<file path="src/rtl/lcd_pkg.sv">
// Shared definitions for the character-LCD blocks: state encodings, default
// bus timing at 50 MHz, command codes and the long-execution command test.
package lcd_pkg;

  localparam int unsigned LCD_CLK_HZ  = 50_000_000;
  localparam int unsigned LCD_TIMER_W = 17;

  localparam int unsigned LCD_SETUP_CYC      = 2;
  localparam int unsigned LCD_ENABLE_CYC     = 12;
  localparam int unsigned LCD_HOLD_CYC       = 1;
  localparam int unsigned LCD_NIBBLE_GAP_CYC = 50;
  localparam int unsigned LCD_CMD_WAIT_CYC   = 2000;
  localparam int unsigned LCD_LONG_WAIT_CYC  = 82000;

  localparam logic [7:0] LCD_CMD_CLEAR = 8'h01;
  localparam logic [7:0] LCD_CMD_HOME  = 8'h02;

  typedef enum logic [3:0] {
    ST_IDLE,
    ST_SETUP_HI,
    ST_EN_HI,
    ST_HOLD_HI,
    ST_GAP,
    ST_SETUP_LO,
    ST_EN_LO,
    ST_HOLD_LO,
    ST_WAIT,
    ST_DONE
  } lcd_state_e;

  // Clear (0x01) and home (0x02/0x03) need the long execution wait.
  function automatic logic lcd_is_long_cmd(input logic rs, input logic [7:0] data);
    return !rs && ((data[7:1] == 7'b0000_001) || (data == LCD_CMD_CLEAR));
  endfunction

endpackage

</file>
<file path="src/rtl/lcd_cycle_timer.sv">
// Loadable down-counter; holds at zero until reloaded.
module lcd_cycle_timer
  import lcd_pkg::*;
#(
  parameter int unsigned W = LCD_TIMER_W
) (
  input  logic         Clock,
  input  logic         Reset,
  input  logic         iLoad,
  input  logic [W-1:0] iLoadValue,
  output logic         oZero
);

  logic [W-1:0] count_q, count_d;

  always_comb begin
    count_d = count_q;
    if (iLoad)
      count_d = iLoadValue;
    else if (count_q != '0)
      count_d = count_q - 1'b1;
  end

  always_ff @(posedge Clock) begin
    if (Reset) count_q <= '0;
    else       count_q <= count_d;
  end

  assign oZero = (count_q == '0);

endmodule

</file>
<file path="src/rtl/lcd_byte_writer.sv">
// Splits one byte into two 4-bit LCD bus writes with setup/enable/hold/gap
// timing, then waits out the execution time and pulses oWriteDone.
module lcd_byte_writer
  import lcd_pkg::*;
#(
  parameter int unsigned SETUP_CYC      = LCD_SETUP_CYC,
  parameter int unsigned ENABLE_CYC     = LCD_ENABLE_CYC,
  parameter int unsigned HOLD_CYC       = LCD_HOLD_CYC,
  parameter int unsigned NIBBLE_GAP_CYC = LCD_NIBBLE_GAP_CYC,
  parameter int unsigned CMD_WAIT_CYC   = LCD_CMD_WAIT_CYC,
  parameter int unsigned LONG_WAIT_CYC  = LCD_LONG_WAIT_CYC
) (
  input  logic       Clock,
  input  logic       Reset,
  input  logic       iValid,
  output logic       oReady,
  input  logic [7:0] iData,
  input  logic       iRegisterSelect,
  input  logic       iNibbleOnly,
  output logic       oWriteDone,
  output logic       oLCD_Enabled,
  output logic       oLCD_RegisterSelect,
  output logic       oLCD_ReadWrite,
  output logic [3:0] oLCD_Data
);

  localparam logic [LCD_TIMER_W-1:0] SETUP_LD = LCD_TIMER_W'(SETUP_CYC - 1);
  localparam logic [LCD_TIMER_W-1:0] EN_LD    = LCD_TIMER_W'(ENABLE_CYC - 1);
  localparam logic [LCD_TIMER_W-1:0] HOLD_LD  = LCD_TIMER_W'(HOLD_CYC - 1);
  localparam logic [LCD_TIMER_W-1:0] GAP_LD   = LCD_TIMER_W'(NIBBLE_GAP_CYC - 1);
  localparam logic [LCD_TIMER_W-1:0] CMD_LD   = LCD_TIMER_W'(CMD_WAIT_CYC - 1);
  localparam logic [LCD_TIMER_W-1:0] LONG_LD  = LCD_TIMER_W'(LONG_WAIT_CYC - 1);

  lcd_state_e state_q, state_d;
  logic [7:0] data_q, data_d;
  logic       rs_q, rs_d;
  logic       long_wait_q, long_wait_d;

  logic                   timer_load;
  logic [LCD_TIMER_W-1:0] timer_value;
  logic                   timer_zero;

  lcd_cycle_timer #(.W(LCD_TIMER_W)) u_timer (
    .Clock      (Clock),
    .Reset      (Reset),
    .iLoad      (timer_load),
    .iLoadValue (timer_value),
    .oZero      (timer_zero)
  );

  always_comb begin
    state_d     = state_q;
    data_d      = data_q;
    rs_d        = rs_q;
    long_wait_d = long_wait_q;
    timer_load  = 1'b0;
    timer_value = SETUP_LD;
    unique case (state_q)
      ST_IDLE: if (iValid) begin
        data_d      = iData;
        rs_d        = iRegisterSelect;
        long_wait_d = !iNibbleOnly && lcd_is_long_cmd(iRegisterSelect, iData);
        timer_load  = 1'b1;
        state_d     = iNibbleOnly ? ST_SETUP_LO : ST_SETUP_HI;
      end
      ST_SETUP_HI: if (timer_zero) begin
        state_d = ST_EN_HI; timer_load = 1'b1; timer_value = EN_LD;
      end
      ST_EN_HI: if (timer_zero) begin
        state_d = ST_HOLD_HI; timer_load = 1'b1; timer_value = HOLD_LD;
      end
      ST_HOLD_HI: if (timer_zero) begin
        state_d = ST_GAP; timer_load = 1'b1; timer_value = GAP_LD;
      end
      ST_GAP: if (timer_zero) begin
        state_d = ST_SETUP_LO; timer_load = 1'b1; timer_value = SETUP_LD;
      end
      ST_SETUP_LO: if (timer_zero) begin
        state_d = ST_EN_LO; timer_load = 1'b1; timer_value = EN_LD;
      end
      ST_EN_LO: if (timer_zero) begin
        state_d = ST_HOLD_LO; timer_load = 1'b1; timer_value = HOLD_LD;
      end
      ST_HOLD_LO: if (timer_zero) begin
        state_d = ST_WAIT; timer_load = 1'b1;
        timer_value = long_wait_q ? LONG_LD : CMD_LD;
      end
      ST_WAIT: if (timer_zero) state_d = ST_DONE;
      ST_DONE: state_d = ST_IDLE;
      default: state_d = ST_IDLE;
    endcase
  end

  always_ff @(posedge Clock) begin
    if (Reset) begin
      state_q     <= ST_IDLE;
      data_q      <= '0;
      rs_q        <= 1'b0;
      long_wait_q <= 1'b0;
    end else begin
      state_q     <= state_d;
      data_q      <= data_d;
      rs_q        <= rs_d;
      long_wait_q <= long_wait_d;
    end
  end

  logic idle, hi_phase;

  always_comb begin
    idle     = (state_q == ST_IDLE);
    hi_phase = (state_q == ST_SETUP_HI) || (state_q == ST_EN_HI) ||
               (state_q == ST_HOLD_HI)  || (state_q == ST_GAP);
    oReady              = idle;
    oWriteDone          = (state_q == ST_DONE);
    oLCD_Enabled        = (state_q == ST_EN_HI) || (state_q == ST_EN_LO);
    oLCD_RegisterSelect = idle ? 1'b0 : rs_q;
    oLCD_ReadWrite      = 1'b0;
    oLCD_Data           = idle ? 4'h0 : (hi_phase ? data_q[7:4] : data_q[3:0]);
  end

endmodule

</file>
<file path="config.mk">
export PLATFORM = sky130hd
export DESIGN_NAME = lcd_byte_writer
export DESIGN_NICKNAME = d
export VERILOG_FILES = /design/src/rtl/lcd_pkg.sv /design/src/rtl/lcd_cycle_timer.sv /design/src/rtl/lcd_byte_writer.sv
export SDC_FILE = /design/constraint.sdc
export NUM_CORES = 1
export LEC_CHECK = 0
export BUFFER_PORTS_ARGS = -buffer_cell sky130_fd_sc_hd__buf_4
export CORE_MARGIN = 2
export CORE_UTILIZATION = 57
export CTS_CLUSTER_DIAMETER = 40
export DETAILED_ROUTE_END_ITERATION = 12
export GPL_TIMING_DRIVEN = 0
export PLACE_DENSITY = 0.79
export SLEW_MARGIN = 10
export SYNTH_ARGS = -nofsm -noshare
export SYNTH_HDL_FRONTEND = slang
export SYNTH_SLANG_ARGS = --single-unit
</file>
<file path="constraint.sdc">
create_clock -name Clock -period 2.3 [get_ports Clock]
set_clock_uncertainty 0.05 [all_clocks]
set_input_delay 0.23 -clock Clock [delete_from_list [all_inputs] [get_ports Clock]]
set_output_delay 0.23 -clock Clock [all_outputs]
set_load 0.05 [all_outputs]
</file>
==> summary.txt <==
Timing
  • Tightest Pin Transition: between 0.5 and 0.6 ns
  • Final setup viols: 0
  • Fin. max-slew vios: 0
  • Fin crit share: a little over nine tenths
  • RSZ-0062 raised after global routing: false
  • Hold Vio Cnt, Final: 0
  • Max Freq: approximately 450 MHz
  • Minimum clock period: about 2.2 ns
  • Slew margin rel.: between 60% and 70%
  • Setup TNS: 0 ns

Detailed routing
  • Vias: about 1,700
  • Routed length per placed instance: 15.46 um
  • Routed wire length: 4268 um
  • Vias per Instance: approximately 6.3
  • Drt initial violations: around 130
  • First-pass DRT Iterations: 4
  • Antenna Nets Post-Route: 0
  • Residual DRC: 0

Cells and area
  • Number of diodes: 0
  • Final non-filler cell total: around 280
  • Util after Layout: ~70%
  • Fraction of layout cells with a size suffix above 1: between 20% and 30%
  • Synth-to-layout area growth: 17.35%
  • Most frequent cells in the layout: 31 x nand2_1, 31 x dfxtp_1, 25 x buf_4
  • Nets@finish: ~260

Clocking
  • CTS clk-pin slew, worst paths: 0.11 ns
  • H-tree depth: 2
  • Root Buffer: clkbuf_4
  • TritonCTS clock tree: built
  • Clk Latency, worst-skew pair: between 0.3 and 0.4 ns
  • # clock sinks: 31
  • Clock tree buffer depth: 2
  • CTS buffer count: 5
  • Cts-stage hold buffer count: 0

Placed design
  • Dpl hpwl: between 3000 and 4000 um
  • I/O Buffers: 20
  • Inst Count DP: between 200 and 300
  • GPL Wtd Cong: 0.8560

Power and ir drop
  • Net Sw Frac: ~50%
  • Sequential power share: ~26%
  • Leakage: around 0.76 nW
  • Peak supply drop: between 1000 and 1500 uV
  • Clock share of power: approximately 10%
  • Cell Pwr Density: between 1500 and 2000 mW/mm2
  • Pint: 1.809 mW
  • Total power: 3.607 mW
  • Logic pwr share: between 60% and 70%
  • Psw: 1.799 mW

Floorplan
  • CORE AREA: 0.002829 mm2
  • Starting density of the core: about three fifths
  • Row count: 19
  • Die ar.: about 0.0035 mm2
  • Die width: a little under 60 um
  • I/O pins: 22
  • Die Ht: ~60 um

Setup path
  • Cell family with most CP delay: buffers and inverters
  • Critical path startpoint category: flop
  • Cell Chain, Critical Path: clkbuf_1 > inv_1 > nand2_1 > a22o_1 > buf_4
  • CP max stage delay: between 0.4 and 0.5 ns
  • Crit end category: output port
  • Crit-path max FO: 10
  • Data required time at the worst endpoint: 2.02 ns
  • Worst EP arrival: 1.93 ns
  • Worst Path Class, Setup: flop to output port
  • CP bufs+invs: 3
  • CP max-delay cell: clkbuf_1

Synth
  • Post-synth EDFFs: 0
  • Total nets after synthesis: between 200 and 250
  • Syn_area_per_cell: between 7 and 8 um2
  • Ys async rst share: 0%
  • Flops & latches, synth: 31
  • Distinct cells, synth: 43
  • Synth Cell Area: approximately 0.0017 mm2
  • Synth Instances: around 220
  • Predominant post-synthesis flop cell: dfxtp_1
  • Yosys warning count: 0
  • Part of the Yosys area used for sequential elements: about 36%

GRT
  • Antenna violations before repair: 0
  • Pin count of the biggest net entering global routing: 11
  • Global-route wire length before repair: 7031 um
  • GR Overflow Total: 0
  • Tot GR Track Use: between 20% and 30%
  • Vias in the first global route: 1,567

Status
  • Outcome: completed

Flow run
  • Maxcap violations: 0

Worst hold path
  • HP Class: primary input to flop
cells by family after synthesis:
kind of cell    share of synthesized area, %
simple gates                           31.09
compound gates                         19.74
flops                                  35.86
buf+inv                                5.062
xor+xnor                               6.580
fa+ha+maj                              1.446
other cells                           0.2167
registers in the layout, indices dropped and copies added (netlist names):
name and flops:
data_q 8, long_wait_q 1, rs_q 1, state_q 4, u_timer.count_q 17
per-layer routing:
layer  global-route usage, %  wire, um
met5                       0         0
met4                   11.36        99
met3                   5.022       312
met2                   40.95      1978
met1                   35.97      1877
synthesized netlist by cell type, types with 2 or more instances:
master / number / area share, %
o21a_1: 5 / 2.2
ha_1: 2 / 1.4
dfxtp_1: 31 / 36
nand3_1: 5 / 1.4
buf_4: 5 / 2.2
xor2_1: 3 / 1.5
nor3_1: 13 / 3.8
nor3b_1: 2 / 0.87
xnor2_1: 10 / 5.1
nor2_1: 17 / 3.7
nor4_4: 2 / 2.5
a31oi_1: 2 / 0.72
nand2_1: 31 / 6.7
a211oi_1: 3 / 1.3
inv_1: 7 / 1.5
clkbuf_1: 5 / 1.1
a21oi_1: 24 / 6.9
nand4_1: 4 / 1.4
nor4b_1: 4 / 2.0
nor4_1: 6 / 2.2
or2_2: 2 / 0.72
o21ai_0: 6 / 1.7
and3_1: 3 / 1.1
o2111ai_1: 2 / 1.0
a22o_1: 4 / 2.0
or3_1: 2 / 0.72
worst paths after layout:
path                                           to  slack [ns]                             from  cells past startpoint
setup reg to reg  u_timer.count_q[3]$_SDFFE_PP0P_        0.11  u_timer.count_q[0]$_SDFFE_PP0P_                      8
hold / removal    u_timer.count_q[2]$_SDFFE_PP0P_        0.05                            Reset                      2
hold reg to reg                 rs_q$_SDFFE_PP0P_        0.41                rs_q$_SDFFE_PP0P_                      2
setup / recovery                     oLCD_Data[0]        0.09          state_q[3]$_SDFFE_PP0P_                      5
layout make-up:
type	instances	area [um2]
Tap cell	31	38.79
Timing Repair Buffer	20	150.1
Multi-Input combinational cell	168	1065
Sequential cell	31	620.6
Buffer	11	61.31
Clock buffer	8	68.82
Inverter	7	26.28
Fill cell	233	798.3
timing repair:
item / 4_1_cts / 5_1_grt
gates resized for setup: 2 / 4
setup endpoints to repair: 5 / 14
buffers inserted: 0 / 0
endpoints found under the hold margin: 0 / 0
metrics by stage:
stage | instance area [um2] | hold slack, ns | setup WS (ns)
after CTS | 2008 | 0.04516 | 0.1197
after global routing | 2031 | 0.03867 | 0.01252
after detailed placement | 1932 | 0.3968 | 0.03933
final | 2031 | 0.05391 | 0.09274
after floorplan | 1743 | 0.2462 | -0.08582
after global placement | 1932 | 0.3901 | 0.05553
power by group through the flow:
| stage | Combinational [mW] | Sequential (mW) | Clock, mW |
|---|---|---|---|
| 2_1_floorplan | 1.76 | 0.881 | 0 |
| 3_3_place_gp | 2.13 | 0.911 | 0 |
| 3_5_place_dp | 2.17 | 0.927 | 0 |
| 4_1_cts | 2.22 | 0.913 | 0.378 |
| 5_1_grt | 2.54 | 0.950 | 0.397 |
| 6_report | 2.31 | 0.925 | 0.373 |
No activity file was read; power rests on OpenSTA's default activity.
